--- config.mk ---
export PLATFORM = sky130hd
export DESIGN_NAME = reset_sequencer_flat
export DESIGN_NICKNAME = d
export VERILOG_FILES = /design/src/rtl/reset_sequencer_if.sv /design/src/rtl/reset_sequencer.sv /design/src/flat_wrapper.sv
export SDC_FILE = /design/constraint.sdc
export NUM_CORES = 1
export LEC_CHECK = 0
export CAP_MARGIN = 10
export CORE_MARGIN = 5
export CORE_UTILIZATION = 49
export CTS_BUF_LIST = sky130_fd_sc_hd__clkbuf_8
export DETAILED_ROUTE_END_ITERATION = 7
export GPL_TIMING_DRIVEN = 1
export PLACE_DENSITY = 0.67
export SETUP_SLACK_MARGIN = 0.2
export SLEW_MARGIN = 10
export SYNTH_ARGS = -nofsm -noshare
export SYNTH_HDL_FRONTEND = slang
export SYNTH_SLANG_ARGS = --single-unit
--- constraint.sdc ---
create_clock -name clk -period 4.3 [get_ports clk]
set_input_delay 0.43 -clock clk [delete_from_list [all_inputs] [get_ports clk]]
set_output_delay 0.43 -clock clk [all_outputs]
set_load 0.01 [all_outputs]
--- src/rtl/reset_sequencer_if.sv ---
// rtl/reset_sequencer_if.sv - Bring-up signal bundle between the reset sequencer and the board.
//
// Purpose: groups the PLL handshake and downstream reset/status lines of the
// reset sequencer so that they travel as one port.
// Ports (signals):
//   pll_locked  PLL lock indication, asynchronous to the sequencer clock
//   pll_rst     PLL areset, active high
//   dom_rst_n   per-domain resets, active low, bit 0 released first
//   seq_done    high while every domain is running
//   lock_err    sticky, PLL never locked within the retry budget
//   lock_lost   sticky, lock dropped after it had been accepted
//   retry_cnt   number of lock timeouts taken in the current attempt
// Modports: master = sequencer side, slave = board / observer side.

interface reset_sequencer_if #(
  parameter int N_DOM     = 3,
  parameter int MAX_RETRY = 3
);
  localparam int RW = (MAX_RETRY > 0) ? $clog2(MAX_RETRY + 1) : 1;

  logic             pll_locked;
  logic             pll_rst;
  logic [N_DOM-1:0] dom_rst_n;
  logic             seq_done;
  logic             lock_err;
  logic             lock_lost;
  logic [RW-1:0]    retry_cnt;

  modport master (
    input  pll_locked,
    output pll_rst, dom_rst_n, seq_done, lock_err, lock_lost, retry_cnt
  );

  modport slave (
    output pll_locked,
    input  pll_rst, dom_rst_n, seq_done, lock_err, lock_lost, retry_cnt
  );
endinterface

--- src/rtl/reset_sequencer.sv ---
// rtl/reset_sequencer.sv - Power-up delay, PLL lock qualification and staggered domain reset release.
//
// Purpose: holds the PLL in reset for DELAY_CNT cycles, waits for a filtered
// lock with timeout and retry, then releases N_DOM domain resets STAGE_GAP
// cycles apart. Lock loss after acceptance restarts the whole sequence.
// Ports:
//   clk  board clock
//   rst  asynchronous active-high reset; deassertion is synchronised internally
//   seq  reset_sequencer_if.master (pll_locked in; pll_rst, dom_rst_n,
//        seq_done, lock_err, lock_lost, retry_cnt out)

module reset_sequencer #(
  parameter int N_DOM     = 3,
  parameter int DELAY_CNT = 1000000,
  parameter int LOCK_FILT = 16,
  parameter int LOCK_TO   = 500000,
  parameter int MAX_RETRY = 3,
  parameter int STAGE_GAP = 64
) (
  input  logic                clk,
  input  logic                rst,
  reset_sequencer_if.master   seq
);

  localparam int RW   = (MAX_RETRY > 0) ? $clog2(MAX_RETRY + 1) : 1;
  localparam int CMAX = (DELAY_CNT > LOCK_TO)
                        ? ((DELAY_CNT > STAGE_GAP) ? DELAY_CNT : STAGE_GAP)
                        : ((LOCK_TO > STAGE_GAP) ? LOCK_TO : STAGE_GAP);
  localparam int CW   = $clog2(CMAX + 1);
  localparam int FW   = $clog2(LOCK_FILT + 1);

  typedef enum logic [2:0] {
    DELAY     = 3'd0,
    LOCK_WAIT = 3'd1,
    RELEASE   = 3'd2,
    RUN       = 3'd3,
    FAIL      = 3'd4
  } state_t;

  state_t           state;
  logic             rst_meta, rst_s;
  logic             lock_meta, locked_s;
  logic [CW-1:0]    cnt, cnt_inc;
  logic [FW-1:0]    filt, filt_inc;
  logic             pll_rst_q, done_q, err_q, lost_q;
  logic [N_DOM-1:0] dom_q;
  logic [RW-1:0]    retry_q;

  // Reset asserts immediately, releases two clocks after rst falls.
  always_ff @(posedge clk or posedge rst) begin
    if (rst) begin
      rst_meta <= 1'b1;
      rst_s    <= 1'b1;
    end else begin
      rst_meta <= 1'b0;
      rst_s    <= rst_meta;
    end
  end

  always_ff @(posedge clk or posedge rst) begin
    if (rst) begin
      lock_meta <= 1'b0;
      locked_s  <= 1'b0;
    end else begin
      lock_meta <= seq.pll_locked;
      locked_s  <= lock_meta;
    end
  end

  // One shared cycle counter serves DELAY, LOCK_WAIT timeout and RELEASE gaps.
  always_comb begin
    cnt_inc  = (cnt == CW'(CMAX)) ? cnt : cnt + CW'(1);
    filt_inc = (filt == FW'(LOCK_FILT)) ? filt : filt + FW'(1);
  end

  always_ff @(posedge clk or posedge rst) begin
    if (rst) begin
      state     <= DELAY;
      cnt       <= '0;
      filt      <= '0;
      pll_rst_q <= 1'b1;
      dom_q     <= '0;
      done_q    <= 1'b0;
      err_q     <= 1'b0;
      lost_q    <= 1'b0;
      retry_q   <= '0;
    end else if (rst_s) begin
      state     <= DELAY;
      cnt       <= '0;
      filt      <= '0;
      pll_rst_q <= 1'b1;
      dom_q     <= '0;
      done_q    <= 1'b0;
      err_q     <= 1'b0;
      lost_q    <= 1'b0;
      retry_q   <= '0;
    end else begin
      case (state)
        DELAY: begin
          pll_rst_q <= 1'b1;
          dom_q     <= '0;
          done_q    <= 1'b0;
          if (cnt == CW'(DELAY_CNT - 1)) begin
            state     <= LOCK_WAIT;
            pll_rst_q <= 1'b0;
            cnt       <= '0;
            filt      <= '0;
          end else begin
            cnt <= cnt_inc;
          end
        end

        LOCK_WAIT: begin
          // Acceptance is tested before the timeout so it wins a tie.
          if (locked_s && (filt_inc == FW'(LOCK_FILT))) begin
            state <= RELEASE;
            dom_q <= N_DOM'(1);
            cnt   <= '0;
            filt  <= '0;
          end else if (cnt_inc == CW'(LOCK_TO)) begin
            cnt       <= '0;
            filt      <= '0;
            pll_rst_q <= 1'b1;
            if (retry_q < RW'(MAX_RETRY)) begin
              retry_q <= retry_q + RW'(1);
              state   <= DELAY;
            end else begin
              state <= FAIL;
              err_q <= 1'b1;
            end
          end else begin
            cnt  <= cnt_inc;
            filt <= locked_s ? filt_inc : '0;
          end
        end

        RELEASE, RUN: begin
          if (!locked_s) begin
            state     <= DELAY;
            pll_rst_q <= 1'b1;
            dom_q     <= '0;
            done_q    <= 1'b0;
            lost_q    <= 1'b1;
            retry_q   <= '0;
            cnt       <= '0;
            filt      <= '0;
          end else if (state == RELEASE) begin
            if (dom_q[N_DOM-1]) begin
              state  <= RUN;
              done_q <= 1'b1;
            end else if (cnt_inc == CW'(STAGE_GAP)) begin
              // dom_q is a thermometer code: shifting in the next ones bit
              // releases the next domain.
              dom_q <= dom_q | (dom_q << 1);
              cnt   <= '0;
            end else begin
              cnt <= cnt_inc;
            end
          end
        end

        FAIL: begin
          pll_rst_q <= 1'b1;
          dom_q     <= '0;
          done_q    <= 1'b0;
          err_q     <= 1'b1;
        end

        default: begin
          state     <= DELAY;
          pll_rst_q <= 1'b1;
          dom_q     <= '0;
          done_q    <= 1'b0;
          cnt       <= '0;
          filt      <= '0;
        end
      endcase
    end
  end

  assign seq.pll_rst   = pll_rst_q;
  assign seq.dom_rst_n = dom_q;
  assign seq.seq_done  = done_q;
  assign seq.lock_err  = err_q;
  assign seq.lock_lost = lost_q;
  assign seq.retry_cnt = retry_q;

endmodule

--- src/flat_wrapper.sv ---
// flat-port wrapper written by rule: the top's interface ports become plain ports
module reset_sequencer_flat 
#(
  parameter int N_DOM     = 3,
  parameter int DELAY_CNT = 1000000,
  parameter int LOCK_FILT = 16,
  parameter int LOCK_TO   = 500000,
  parameter int MAX_RETRY = 3,
  parameter int STAGE_GAP = 64
)
  (clk, rst, seq_pll_locked, seq_pll_rst, seq_dom_rst_n, seq_seq_done, seq_lock_err, seq_lock_lost, seq_retry_cnt);
  reset_sequencer_if #(.N_DOM(N_DOM), .MAX_RETRY(MAX_RETRY)) seq_i ();
  input  logic clk;
  input  logic rst;
  input wire logic [$bits(seq_i.pll_locked)-1:0] seq_pll_locked;
  output wire logic [$bits(seq_i.pll_rst)-1:0] seq_pll_rst;
  output wire logic [$bits(seq_i.dom_rst_n)-1:0] seq_dom_rst_n;
  output wire logic [$bits(seq_i.seq_done)-1:0] seq_seq_done;
  output wire logic [$bits(seq_i.lock_err)-1:0] seq_lock_err;
  output wire logic [$bits(seq_i.lock_lost)-1:0] seq_lock_lost;
  output wire logic [$bits(seq_i.retry_cnt)-1:0] seq_retry_cnt;
  assign seq_i.pll_locked = seq_pll_locked;
  assign seq_pll_rst = seq_i.pll_rst;
  assign seq_dom_rst_n = seq_i.dom_rst_n;
  assign seq_seq_done = seq_i.seq_done;
  assign seq_lock_err = seq_i.lock_err;
  assign seq_lock_lost = seq_i.lock_lost;
  assign seq_retry_cnt = seq_i.retry_cnt;
  reset_sequencer #(.N_DOM(N_DOM), .DELAY_CNT(DELAY_CNT), .LOCK_FILT(LOCK_FILT), .LOCK_TO(LOCK_TO), .MAX_RETRY(MAX_RETRY), .STAGE_GAP(STAGE_GAP)) u_core (.clk(clk), .rst(rst), .seq(seq_i));
endmodule
==> out/results.ini <==
[critical_path]
critPathLaunch=u_core.cnt[6]$_DFFE_PP0P_
arrival_ns=3.81
crit_end=u_core.cnt[1]$_DFFE_PP0P_
cp_data_required_time_ns=4.49
endpoint_kind=register
path_class=register to register
r2r_slack_ns=0.68
reg2reg_from=u_core.cnt[6]$_DFFE_PP0P_
start_kind=register
r2r_end=u_core.cnt[1]$_DFFE_PP0P_
r2r_cells=9
cp_max_fo=22

[yosys]
synth_flop_cell=dfrtp_1
syn_avg_cell_area_sq_um=8.376
ys_seq_area_share_pct=37.94
synth_nets=332
synth_area_sq_um=2714
async_flop_share_pct=100.0
netlist_instances=324
ys_ff_latch=41
synth.distinct_cells=66
synth-edff-count=0
yosys_warnings=0

[floorplanning]
rows=27
io_pins=12
start_util_pct=49.90
die_area_sq_um=7127
die-height_microns=84.42
die_w_microns=84.42
core_area_sq_um=5439

[sta]
worstMarginPinSlew_ns=0.9492
slew_violations=0
rsz0062_at_grt=no
finClkSkew_ns=0.008813
worst_slack_ns=0.6798
finalCriticalPeriod_ns=3.620
setup_viol_count_final=0
period_share_pct=84.19
setup_tns_ns=0
relSlewSlack_pct=36.29
hold_violations=0
fmax_ghz=0.2762

[finish]
nNetsFinal=331
layout_common_cells=dfrtp_1 (38), nor2_1 (33), nand2_1 (30)
drive_gt1_share_pct=8.333
layout_commonest_cell=dfrtp_1
num_antenna_cells=0
utilization_pct=54.50
area_delta_synth_final_pct=9.221

[grt]
grt_overflow=0
grt_start_max_net_pins=42
grt_antenna_before_repair=0
grtUsageTotal_pct=19.12
grt_pass1_wl_mm=11.29
grt_pass1_vias=2278

[drt]
avgRoutedWirePerCell_microns=16.43
antenna_left=0
drcViolationCount=0
vias=2417
drt-pass1-iter-count=4
wirelength_mm=6.508
dr.first_iter.drc_count=198
via_per_inst=6.104

[pwr]
p_switching_mw=0.1765
seqPwrFrac_pct=51.6
power.density_nw_per_um2=259.7
p_int_mw=0.5932
irDropWorstVdd_mv=0.1714
comb_power_share_pct=5.6
p_leak_nw=1.207
sw_frac_of_total_pct=22.93
clockPowerShare_pct=42.8

[clocking]
cts_buffers=5
cts_root_buffer=clkbuf_8
cts_sinks=41
cts_setup_buffers=0
hold_buffers=0
cts_resized=0
cts_tree=done
htreeDepth=2
clk_latency_ns=0.30
clk_pin_slew_ns=0.09
clockBufferDepth=2

[placement]
port_buffers=11
dpl.hpwl_mm=4.554
place_ws_ns=0.6131
gp_congestion=0.9471

[outcome]
status=complete, no violations

[worst_hold_path]
min_from=u_core.lock_meta$_DFF_PP0_
hp-class=register to register

[job]
drv_cap=0

-- metal layers --
layer	part of all wire [%]	GRT usage, %	up-vias
met4	1.6	5.755	0
met5	0	0	-
met3	5.2	4.122	10
li1	-	-	1192
met2	45	28.41	61
met1	49	27.90	1154
-- power by group through the flow --
stage                     sequential [mW]  clock, mW  combinational (mW)
after floorplan                     0.401          0              0.0336
after global placement              0.404          0              0.0427
after detailed placement            0.405          0              0.0433
after CTS                           0.397      0.339              0.0435
after global routing                0.398      0.355              0.0486
final                               0.397      0.329              0.0432
-- logic make-up (layout without fill, tap and decap cells) --
group | count (synthesis) | count (layout) | share of synthesized area (%)
AND/OR/NAND/NOR | 141 | 141 | 27.80
AO/OA/AOI/OAI | 85 | 85 | 21.25
flip-flops | 41 | 41 | 37.94
buffers and inverters | 37 | 37 | 5.947
XOR/XNOR | 12 | 12 | 3.873
adder cells (fa/ha/maj) | 5 | 5 | 2.305
multiplexers | 2 | 2 | 0.7377
other | 1 | 1 | 0.1382
-- synthesized netlist by cell type, types with 8 or more instances --
cell      count  area, sq um
nand3_1      16        80.08
nor4_1        8        50.05
clkbuf_1     11        41.29
dfrtp_1      38        950.9
nor3_1       11        55.05
nand4_1       8        50.05
a21oi_1      15        75.07
a31oi_1      21        131.4
inv_1        16        60.06
nand2_1      30        112.6
nor2_1       33        123.9
o21ai_0       9        45.04
-- worst min path at each step --
stage / endpoint / slack (ns) / cells after the start
final: u_core.locked_s$_DFF_PP0_ / 0.36 / 0
after global routing: u_core.rst_s$_DFF_PP1_ / 0.37 / 0
after CTS: u_core.rst_s$_DFF_PP1_ / 0.37 / 0
after detailed placement: u_core.rst_s$_DFF_PP1_ / 0.35 / 0
after global placement: u_core.locked_s$_DFF_PP0_ / 0.34 / 0
after floorplan: u_core.locked_s$_DFF_PP0_ / 0.33 / 0
-- state kept, by name (all words and copies together) (netlist names) --
signal                count
u_core.cnt               20
u_core.filt               5
u_core.seq.dom_rst_n      3
u_core.state              3
u_core.seq.retry_cnt      2
u_core.lock_meta          1
u_core.locked_s           1
u_core.rst_meta           1
u_core.rst_s              1
u_core.seq.lock_err       1
u_core.seq.lock_lost      1
u_core.seq.pll_rst        1
u_core.seq.seq_done       1
-- cell type report --
| type | count | area (sq um) |
|---|---|---|
| clock inverter | 2 | 37.54 |
| fill | 515 | 2475 |
| sequential | 41 | 1030 |
| timing repair buffer | 13 | 125.1 |
| inverter | 16 | 60.06 |
| clock buffer | 6 | 82.58 |
| multi-input combinational | 246 | 1539 |
| tap | 72 | 90.09 |
-- critical path, cell delays in order (launching register included) --
cell and delay [ns]:
dfrtp_1 0.60, nand4_1 0.29, nor4_1 0.60, nand4_1 0.27
xnor2_1 0.18, or4_4 0.45, nor2_2 0.29, o221ai_4 0.32
a31o_1 0.32, a32o_1 0.20
-- through the flow --
step                      hold WS (ns)  cells  area, sq um  total power [mW]
final                           0.3643    396         2964            0.7697
after global placement          0.3351    388         2833            0.4471
after global routing            0.3735    396         2964            0.8020
after detailed placement        0.3475    388         2833            0.4479
after floorplan                 0.3312    324         2714            0.4344
after CTS                       0.3657    396         2953            0.7791
Power figures use the tool's default switching activity.
